## src/rtl/mini_src_pkg.sv

```systemverilog
// Shared Mini SRC definitions: branch sequencer states, ISA opcodes, IR fields
// and the control-step strobe bundle with its per-state decoder.
package mini_src_pkg;

    typedef enum logic [3:0] {
        ST_IDLE = 4'd0,
        ST_T0   = 4'd1,
        ST_T1   = 4'd2,
        ST_T1W  = 4'd3,
        ST_T2   = 4'd4,
        ST_CHK  = 4'd5,
        ST_T3   = 4'd6,
        ST_T4   = 4'd7,
        ST_T5   = 4'd8,
        ST_T6   = 4'd9,
        ST_DONE = 4'd10
    } br_state_t;

    localparam logic [4:0] OP_LD   = 5'b00000;
    localparam logic [4:0] OP_LDI  = 5'b00001;
    localparam logic [4:0] OP_ST   = 5'b00010;
    localparam logic [4:0] OP_ADD  = 5'b00011;
    localparam logic [4:0] OP_SUB  = 5'b00100;
    localparam logic [4:0] OP_AND  = 5'b00101;
    localparam logic [4:0] OP_OR   = 5'b00110;
    localparam logic [4:0] OP_BR   = 5'b10010;
    localparam logic [4:0] OP_JR   = 5'b10011;
    localparam logic [4:0] OP_JAL  = 5'b10100;
    localparam logic [4:0] OP_IN   = 5'b10101;
    localparam logic [4:0] OP_OUT  = 5'b10110;
    localparam logic [4:0] OP_MFHI = 5'b10111;
    localparam logic [4:0] OP_MFLO = 5'b11000;
    localparam logic [4:0] OP_NOP  = 5'b11001;
    localparam logic [4:0] OP_HALT = 5'b11010;

    localparam int IR_OP_MSB = 31;
    localparam int IR_OP_LSB = 27;
    localparam int IR_C2_MSB = 20;
    localparam int IR_C2_LSB = 19;

    localparam logic [1:0] C2_BRZR = 2'b00;
    localparam logic [1:0] C2_BRNZ = 2'b01;
    localparam logic [1:0] C2_BRPL = 2'b10;
    localparam logic [1:0] C2_BRMI = 2'b11;

    typedef struct packed {
        logic pc_out;
        logic mar_in;
        logic inc_pc;
        logic z_in;
        logic zlow_out;
        logic pc_in;
        logic read;
        logic mdr_in;
        logic mdr_out;
        logic ir_in;
        logic gra;
        logic r_out;
        logic con_in;
        logic y_in;
        logic c_out;
        logic add;
    } strobe_t;

    // PC is only rewritten in T6 when the sampled branch flag says so.
    function automatic strobe_t decode_strobes(input br_state_t st, input logic take);
        strobe_t s;
        s = '0;
        case (st)
            ST_T0:  begin s.pc_out = 1'b1; s.mar_in = 1'b1; s.inc_pc = 1'b1; s.z_in = 1'b1; end
            ST_T1:  begin s.zlow_out = 1'b1; s.pc_in = 1'b1; s.read = 1'b1; s.mdr_in = 1'b1; end
            ST_T1W: begin s.read = 1'b1; s.mdr_in = 1'b1; end
            ST_T2:  begin s.mdr_out = 1'b1; s.ir_in = 1'b1; end
            ST_T3:  begin s.gra = 1'b1; s.r_out = 1'b1; s.con_in = 1'b1; end
            ST_T4:  begin s.pc_out = 1'b1; s.y_in = 1'b1; end
            ST_T5:  begin s.c_out = 1'b1; s.add = 1'b1; s.z_in = 1'b1; end
            ST_T6:  begin s.zlow_out = 1'b1; s.pc_in = take; end
            default: s = '0;
        endcase
        return s;
    endfunction

endpackage

```

## src/rtl/branch_seq_stats.sv

```systemverilog
// Taken / not-taken branch counters; only built when BRANCH_SEQ_STATS_EN is defined.
`ifdef BRANCH_SEQ_STATS_EN
module branch_seq_stats (
    input  logic        clock,
    input  logic        reset,
    input  logic        t6_i,
    input  logic        take_i,
    output logic [15:0] taken_cnt_o,
    output logic [15:0] nottaken_cnt_o
);

    logic [15:0] taken_q;
    logic [15:0] nottaken_q;

    // T6 lasts exactly one cycle per branch, so counting while in it counts each branch once.
    always_ff @(posedge clock or posedge reset) begin
        if (reset) begin
            taken_q    <= '0;
            nottaken_q <= '0;
        end else if (t6_i) begin
            if (take_i) taken_q    <= taken_q + 16'd1;
            else        nottaken_q <= nottaken_q + 16'd1;
        end
    end

    assign taken_cnt_o    = taken_q;
    assign nottaken_cnt_o = nottaken_q;

endmodule
`endif

```

## src/rtl/branch_seq_ctrl.sv

```systemverilog
// Fetch (T0-T2) plus branch execute (T3-T6) control-step sequencer for Mini SRC.
// Optional taken/not-taken statistics are enabled by defining BRANCH_SEQ_STATS_EN.
module branch_seq_ctrl
    import mini_src_pkg::*;
#(
    parameter logic [4:0] BR_OPCODE   = OP_BR,
    parameter int         MEM_TIMEOUT = 8
) (
    input  logic        clock,
    input  logic        reset,
    input  logic        start,
    input  logic [4:0]  ir_op,
    input  logic        mem_ready,
    input  logic        branch,
    output logic        PCout,
    output logic        MARin,
    output logic        IncPC,
    output logic        Zin,
    output logic        Zlowout,
    output logic        PCin,
    output logic        Read,
    output logic        MDRin,
    output logic        MDRout,
    output logic        IRin,
    output logic        Gra,
    output logic        Rout,
    output logic        CONin,
    output logic        Yin,
    output logic        Cout,
    output logic        ADD,
    output logic        busy,
    output logic        done,
    output logic        not_branch,
    output logic        mem_err
`ifdef BRANCH_SEQ_STATS_EN
    ,
    output logic [15:0] taken_cnt,
    output logic [15:0] nottaken_cnt
`endif
);

    localparam logic [7:0] TIMEOUT_LAST = 8'(MEM_TIMEOUT - 1);

    br_state_t  state_q, state_d;
    logic [7:0] wait_cnt_q, wait_cnt_d;
    logic       take_q, take_d;
    logic       err_q, err_d;
    logic       nb_d;
    strobe_t    strobe_q, strobe_d;
    logic       busy_q, done_q, not_branch_q;

    always_comb begin
        // NOTE: every next-state value gets a default first so no path can infer a latch.
        state_d    = state_q;
        wait_cnt_d = wait_cnt_q;
        take_d     = take_q;
        err_d      = err_q;
        nb_d       = 1'b0;
        case (state_q)
            ST_IDLE: if (start) begin
                state_d = ST_T0;
                err_d   = 1'b0;
            end
            ST_T0: state_d = ST_T1;
            ST_T1: begin
                state_d    = ST_T1W;
                wait_cnt_d = '0;
            end
            ST_T1W: begin
                if (mem_ready) begin
                    state_d = ST_T2;
                end else if (wait_cnt_q == TIMEOUT_LAST) begin
                    err_d   = 1'b1;
                    state_d = ST_DONE;
                end else if (wait_cnt_q != 8'hFF) begin
                    wait_cnt_d = wait_cnt_q + 8'd1;
                end
            end
            ST_T2: state_d = ST_CHK;
            ST_CHK: begin
                if (ir_op == BR_OPCODE) begin
                    state_d = ST_T3;
                end else begin
                    nb_d    = 1'b1;
                    state_d = ST_DONE;
                end
            end
            ST_T3: state_d = ST_T4;
            ST_T4: state_d = ST_T5;
            ST_T5: begin
                take_d  = branch;
                state_d = ST_T6;
            end
            ST_T6:   state_d = ST_DONE;
            ST_DONE: state_d = ST_IDLE;
            default: state_d = ST_IDLE;
        endcase
        strobe_d = decode_strobes(state_d, take_d);
    end

    // Outputs are registered from the next state so each one is a clean flop output aligned with state_q.
    // NOTE: sequential state uses non-blocking assignments only; the comb block above uses blocking.
    always_ff @(posedge clock or posedge reset) begin
        if (reset) begin
            state_q      <= ST_IDLE;
            wait_cnt_q   <= '0;
            take_q       <= 1'b0;
            err_q        <= 1'b0;
            strobe_q     <= '0;
            busy_q       <= 1'b0;
            done_q       <= 1'b0;
            not_branch_q <= 1'b0;
        end else begin
            state_q      <= state_d;
            wait_cnt_q   <= wait_cnt_d;
            take_q       <= take_d;
            err_q        <= err_d;
            strobe_q     <= strobe_d;
            busy_q       <= (state_d != ST_IDLE);
            done_q       <= (state_d == ST_DONE);
            not_branch_q <= nb_d;
        end
    end

    assign PCout      = strobe_q.pc_out;
    assign MARin      = strobe_q.mar_in;
    assign IncPC      = strobe_q.inc_pc;
    assign Zin        = strobe_q.z_in;
    assign Zlowout    = strobe_q.zlow_out;
    assign PCin       = strobe_q.pc_in;
    assign Read       = strobe_q.read;
    assign MDRin      = strobe_q.mdr_in;
    assign MDRout     = strobe_q.mdr_out;
    assign IRin       = strobe_q.ir_in;
    assign Gra        = strobe_q.gra;
    assign Rout       = strobe_q.r_out;
    assign CONin      = strobe_q.con_in;
    assign Yin        = strobe_q.y_in;
    assign Cout       = strobe_q.c_out;
    assign ADD        = strobe_q.add;
    assign busy       = busy_q;
    assign done       = done_q;
    assign not_branch = not_branch_q;
    assign mem_err    = err_q;

`ifdef BRANCH_SEQ_STATS_EN
    branch_seq_stats u_stats (
        .clock          (clock),
        .reset          (reset),
        .t6_i           (state_q == ST_T6),
        .take_i         (take_q),
        .taken_cnt_o    (taken_cnt),
        .nottaken_cnt_o (nottaken_cnt)
    );
`endif

endmodule

```

## config.mk

```make
export PLATFORM = sky130hd
export DESIGN_NAME = branch_seq_ctrl
export DESIGN_NICKNAME = d
export VERILOG_FILES = /design/src/rtl/mini_src_pkg.sv /design/src/rtl/branch_seq_stats.sv /design/src/rtl/branch_seq_ctrl.sv
export SDC_FILE = /design/constraint.sdc
export NUM_CORES = 1
export LEC_CHECK = 0
export ABC_CLOCK_PERIOD_IN_PS = 5200
export CAP_MARGIN = 40
export CORE_ASPECT_RATIO = 0.9
export CORE_UTILIZATION = 30
export CTS_BUF_LIST = sky130_fd_sc_hd__clkbuf_2 sky130_fd_sc_hd__clkbuf_4 sky130_fd_sc_hd__clkbuf_8
export DETAILED_ROUTE_END_ITERATION = 8
export GPL_TIMING_DRIVEN = 0
export PLACE_DENSITY = 0.5
export SLEW_MARGIN = 0
export SYNTH_ARGS = -nofsm -noshare
export SYNTH_HDL_FRONTEND = slang
export SYNTH_SLANG_ARGS = --single-unit
```

## constraint.sdc

```tcl
create_clock -name clock -period 5.2 [get_ports clock]
set_clock_uncertainty 0.15 [all_clocks]
set_input_delay 1.56 -clock clock [delete_from_list [all_inputs] [get_ports clock]]
set_output_delay 1.56 -clock clock [all_outputs]
set_load 0.05 [all_outputs]
```

=== After elaboration in Yosys (flattened, before gate mapping) ===
Cells that the tools add are included.

* Add/subtract/negate cells: 1
* Reduce and logical (&&, ||, !) cells: 9
* Equality and inequality tests: 26
* Mux-type cells: 25

{| class="wikitable"
|+ Operators with widths
! operator !! count
|-
| case mux 4 bit (10 select lines) || 1
|-
| == test 4 x 3 -> 1 bit, second input constant || 7
|-
| two-way mux 8 bit || 3
|-
| == test 4 bit, second input constant || 5
|-
| == test 4 x 2 -> 1 bit, second input constant || 4
|-
| two-way mux 4 bit || 4
|-
| case mux 8 bit (2 select lines) || 1
|-
| inequality test 2 bit, second input constant || 5
|-
| two-way mux 1 bit || 9
|-
| adder 8 x 1 -> 8 bit, second input constant || 1
|-
| == test 4 x 1 -> 1 bit, second input constant || 2
|-
| == test 8 x 3 -> 1 bit, second input constant || 1
|-
| two-way mux 2 bit || 4
|-
| inequality test 8 bit, second input constant || 1
|-
| AND reduction 4 bit || 2
|-
| OR reduction 2 bit || 3
|-
| == test 5 bit, second input constant || 1
|-
| logical NOT 4 bit || 1
|-
| case mux 2 bit (2 select lines) || 1
|-
| nonzero test 2 bit || 2
|-
| nonzero test 4 bit || 1
|-
| two-way mux 3 bit || 1
|-
| case mux 1 bit (2 select lines) || 1
|}

* Register bits: 33
* Input bits: 10
* Output and inout bits: 20

=== Longest topological paths before layout ===
* Depth after elaboration: 7
* Depth in mapped cells: 6
* Depth with buffers taken out: 5

=== Worst setup path before layout ===
OpenSTA, ideal clock, no wires.

* Path type: input -> register
* Start point: in mem_ready
* End point: reg wait_cnt_q[4]
* Arrival: 2703 ps
* Library setup time: 78 ps
* Path slack: 2269 ps
* Stages: 4
* Path buffers: 0
* Cell sequence: a211oi_2 > o211ai_1 > or4_2 > a21boi_1

* Cells in the longest elaborated chain, start to end: 2

{| class="wikitable"
|+ RTL lines
! what !! line !! source
|-
| start, declared || branch_seq_ctrl.sv:13 || <nowiki>input logic mem_ready,</nowiki>
|-
| inequality test 2 bit (no source line) || - ||
|-
| AND reduction 4 bit (no source line) || - ||
|-
| end signal, assigned || branch_seq_ctrl.sv:115 || <nowiki>wait_cnt_q <= wait_cnt_d;</nowiki>
|-
| end, declared || branch_seq_ctrl.sv:45 || <nowiki>logic [7:0] wait_cnt_q, wait_cnt_d;</nowiki>
|}

No other way between the ends.
A chain may end at the register's enable or synchronous reset.

=== Worst setup path after layout ===
* Start point: in mem_ready
* End point: reg wait_cnt_q[5]

Same word-level chain as after synthesis.

==> flow_metrics.py <==
metrics = {
    "run_status": {
        "status": "complete, no violations",
    },
    "critical_path": {
        "cp_cell_sequence": "clkdlybuf4s50_1 -> a211oi_2 -> o211ai_1 -> clkbuf_1 -> nor4_1 -> mux2i_1",
        "cp.required_ns": 5.25,
        "startpoint": "mem_ready",
        "crit_slowest_cell": "clkdlybuf4s50_1",
        "timing.rr.start": "wait_cnt_q[0]",
        "slowest_delay_ns": 0.54,
        "cp.arrival_ns": 3.50,
        "path_max_fanout": 10,
        "endpoint_kind": "flip-flop",
        "cp-endpoint": "wait_cnt_q[5]",
        "rr_worst_depth": 6,
        "r2r_setup_slack_ns": 3.11,
        "reg2reg_to": "wait_cnt_q[5]",
        "start_kind": "input pin",
        "setup.worst_path.class": "in2reg",
    },
    "final_layout": {
        "layout.cells.non_filler": 211,
        "syn2layout_area_growth_pct": 33.2,
        "reg.largest.list": "wait_cnt_q x8, state_q x4",
        "largest_register_ffs": 8,
        "multiInputGateArea_um2": 552,
        "regMostFlops": "wait_cnt_q",
        "num-nets-final": 175,
        "postLayoutCoreUtil_pct": 42.4,
        "diodes": 0,
        "fillers": 410,
        "seq_area_um2": 651,
        "drive_gt1_share_pct": 14.1,
    },
    "routing": {
        "routedWlPerCell_um": 14.1,
        "vias": 1089,
        "wirelength_um": 2980,
        "drt_iter0_drc": 48,
        "antenna_left": 0,
        "vias_per_cell": 5.16,
        "drc_errors": 0,
        "dr.pass1.iters": 4,
    },
    "power_and_ir_drop": {
        "switching_share_pct": 43.8,
        "p_seq_share_pct": 30.1,
        "p_leak_nw": 0.747,
        "ir_worst_vdd_v": 0.000258,
        "clkPwrFrac_pct": 17.3,
        "internal-power_mw": 0.544,
        "p_per_area_nw_per_um2": 552,
        "pwr-share-comb_pct": 52.6,
        "p_sw_mw": 0.424,
    },
    "clock_network": {
        "cts_tree": "built",
        "clock_sinks": 26,
        "cts_max_path_buffers": 2,
        "clock_latency_ns": 0.27,
        "cts_hold_buf": 0,
        "post_cts_buffers": 0,
        "clkTransAtPathRegs_ns": 0.09,
        "htreeDepth": 1,
        "root_buffer": "clkbuf_8",
        "cts_resized": 0,
        "numCtsBuffers": 3,
    },
    "logic_synthesis": {
        "ys_seq_area_share_pct": 49.5,
        "synthTopCellsByArea": "dfrtp_1, buf_4, nand2_1, nor4_1, nor2_1",
        "synth_top_area_share_pct": 49.5,
        "synth_top_cell_by_area": "dfrtp_1",
        "synthCells": 129,
        "syn_nets": 140,
        "syn_area_um2": 1320,
        "synth_cell_types": 40,
        "ys_ff_latch": 26,
        "synth_area_per_cell_um2": 10.2,
        "ys_warn_count": 0,
    },
    "global_route": {
        "grt_usage_pct": 14.3,
        "grt_pass1_wl_um": 5200,
        "antenna_found_initial": 0,
        "grt_overflow": 0,
        "grt_max_degree": 16,
        "grt_pass1_vias": 1064,
    },
    "timing": {
        "worst_hold_slack_ns": 0.358,
        "setup_viol_count_final": 0,
        "hold_viol_final": 0,
        "slew_violations": 0,
        "fin_crit_sh_pct": 66.2,
        "setup_tns_ns": 0,
        "fin_ws_ns": 1.76,
        "period_minus_slack_ns": 3.44,
        "worst_pin_slew_ns": 0.625,
        "rsz0062_at_grt": "false",
        "max_freq_ghz": 0.290,
        "slew_headroom_pct": 58.3,
    },
    "placement": {
        "place_inst": 207,
        "port_buffers": 29,
        "pre_cts_ws_ns": 1.49,
        "routabilityCongestion": 0.824,
        "detailedPlacementHpwl_um": 2240,
    },
    "floorplanning": {
        "start_util_pct": 31.8,
        "placementRows": 22,
        "core_area_um2": 4130,
        "die_y_um": 64.8,
        "num_io_pins": 30,
        "die_w_um": 71.8,
        "dieArea_um2": 4650,
    },
    "job": {
        "cap_viol_max_count": 0,
    },
    "min_path": {
        "worstHoldPathType": "reg2reg",
    },
}
==> per-stage QoR <==
stage / power (mW) / cell area, µm²
after CTS: 0.973 / 1750
after global routing: 1.03 / 1750
after global placement: 0.796 / 1670
after floorplan: 0.657 / 1320
final: 0.968 / 1750
after detailed placement: 0.803 / 1680
==> kinds of logic after synthesis <==
| kind of cell | count (synthesis) | synth area share [%] |
|---|---|---|
| and+or+nand+nor | 55 | 24.5 |
| DFF | 26 | 49.5 |
| AOI/OAI and AO/OA | 24 | 13.6 |
| buffers and inverters | 19 | 8.56 |
| muxes | 3 | 2.28 |
| xor gates and xnor gates | 1 | 0.666 |
| adders and majority gates | 1 | 0.951 |
==> Yosys cell counts, drive strengths merged <==
library cell	instances
a211oi	1
a21boi	4
a21oi	2
a31o	1
and3	2
buf	9
clkbuf	2
dfrtp	26
ha	1
inv	8
mux2i	3
nand2	12
nand2b	2
nand3	3
nand3b	1
nand4	3
nand4bb	1
nor2	9
nor3	5
nor3b	2
nor4	6
nor4b	1
nor4bb	1
o2111ai	1
o211ai	1
o21ai	6
o22ai	2
o31ai	4
o32a	1
o41a	1
or2	1
or2b	1
or4	5
xnor2	1
==> cell usage in the layout, fill, tap and decap left out, types with 2 or more instances in the layout <==
master / count
nor3b_1: 2
clkbuf_8: 3
clkbuf_1: 2
buf_6: 2
and3_1: 2
or4_1: 3
buf_4: 7
a21oi_1: 2
a21boi_0: 2
inv_1: 8
nand2_1: 12
dfrtp_1: 26
nor4_1: 6
mux2i_1: 3
nand3_1: 3
nor2_1: 9
nand2b_1: 2
nand4_1: 3
a21boi_1: 2
clkdlybuf4s50_1: 29
o21ai_0: 6
o31ai_1: 4
nor3_1: 4
==> cell type report <==
class / instances / area share (%)
repair buffers: 30 / 17.4
plain buffers: 11 / 4.71
multi-input cells: 84 / 31.5
well taps: 48 / 3.43
inverters: 8 / 1.71
flip-flops and latches: 26 / 37.1
clock inverters: 1 / 1.71
clock buffers: 3 / 2.36
==> worst max-delay path, delay by kind of cell <==
family          cells  cell delay [ns]
simple gates        1             0.40
buf+inv             2             0.79
mux                 1             0.22
compound gates      2             0.52
==> metal layers <==
metal  GRT usage [%]  share of wire [%]  routed length, µm  vias to the layer above
li1                -                  -                  -                      533
met1            18.8                 46               1390                      524
met2            23.2                 48               1420                       27
met3            3.73                4.6                137                        5
met4            4.41                1.3                 40                        0
met5               0                  0                  0                        -
==> how the worst min path moves through the flow <==
stage,endpoint,cells past startpoint,start
floorplan,wait_cnt_q[1],2,wait_cnt_q[1]
global route,mem_err,2,mem_err
finish,mem_err,2,mem_err
detailed placement,mem_err,2,mem_err
global placement,mem_err,2,mem_err
CTS,mem_err,2,mem_err
==> power by group through the flow <==
stage               Sequential (mW)  Clock [mW]  Combinational [mW]
floorplan                     0.392           0               0.265
global placement              0.292           0               0.504
detailed placement            0.294           0               0.509
CTS                           0.291       0.172               0.511
global route                  0.300       0.179               0.548
finish                        0.291       0.168               0.509
(Power assumes the default switching activity.)
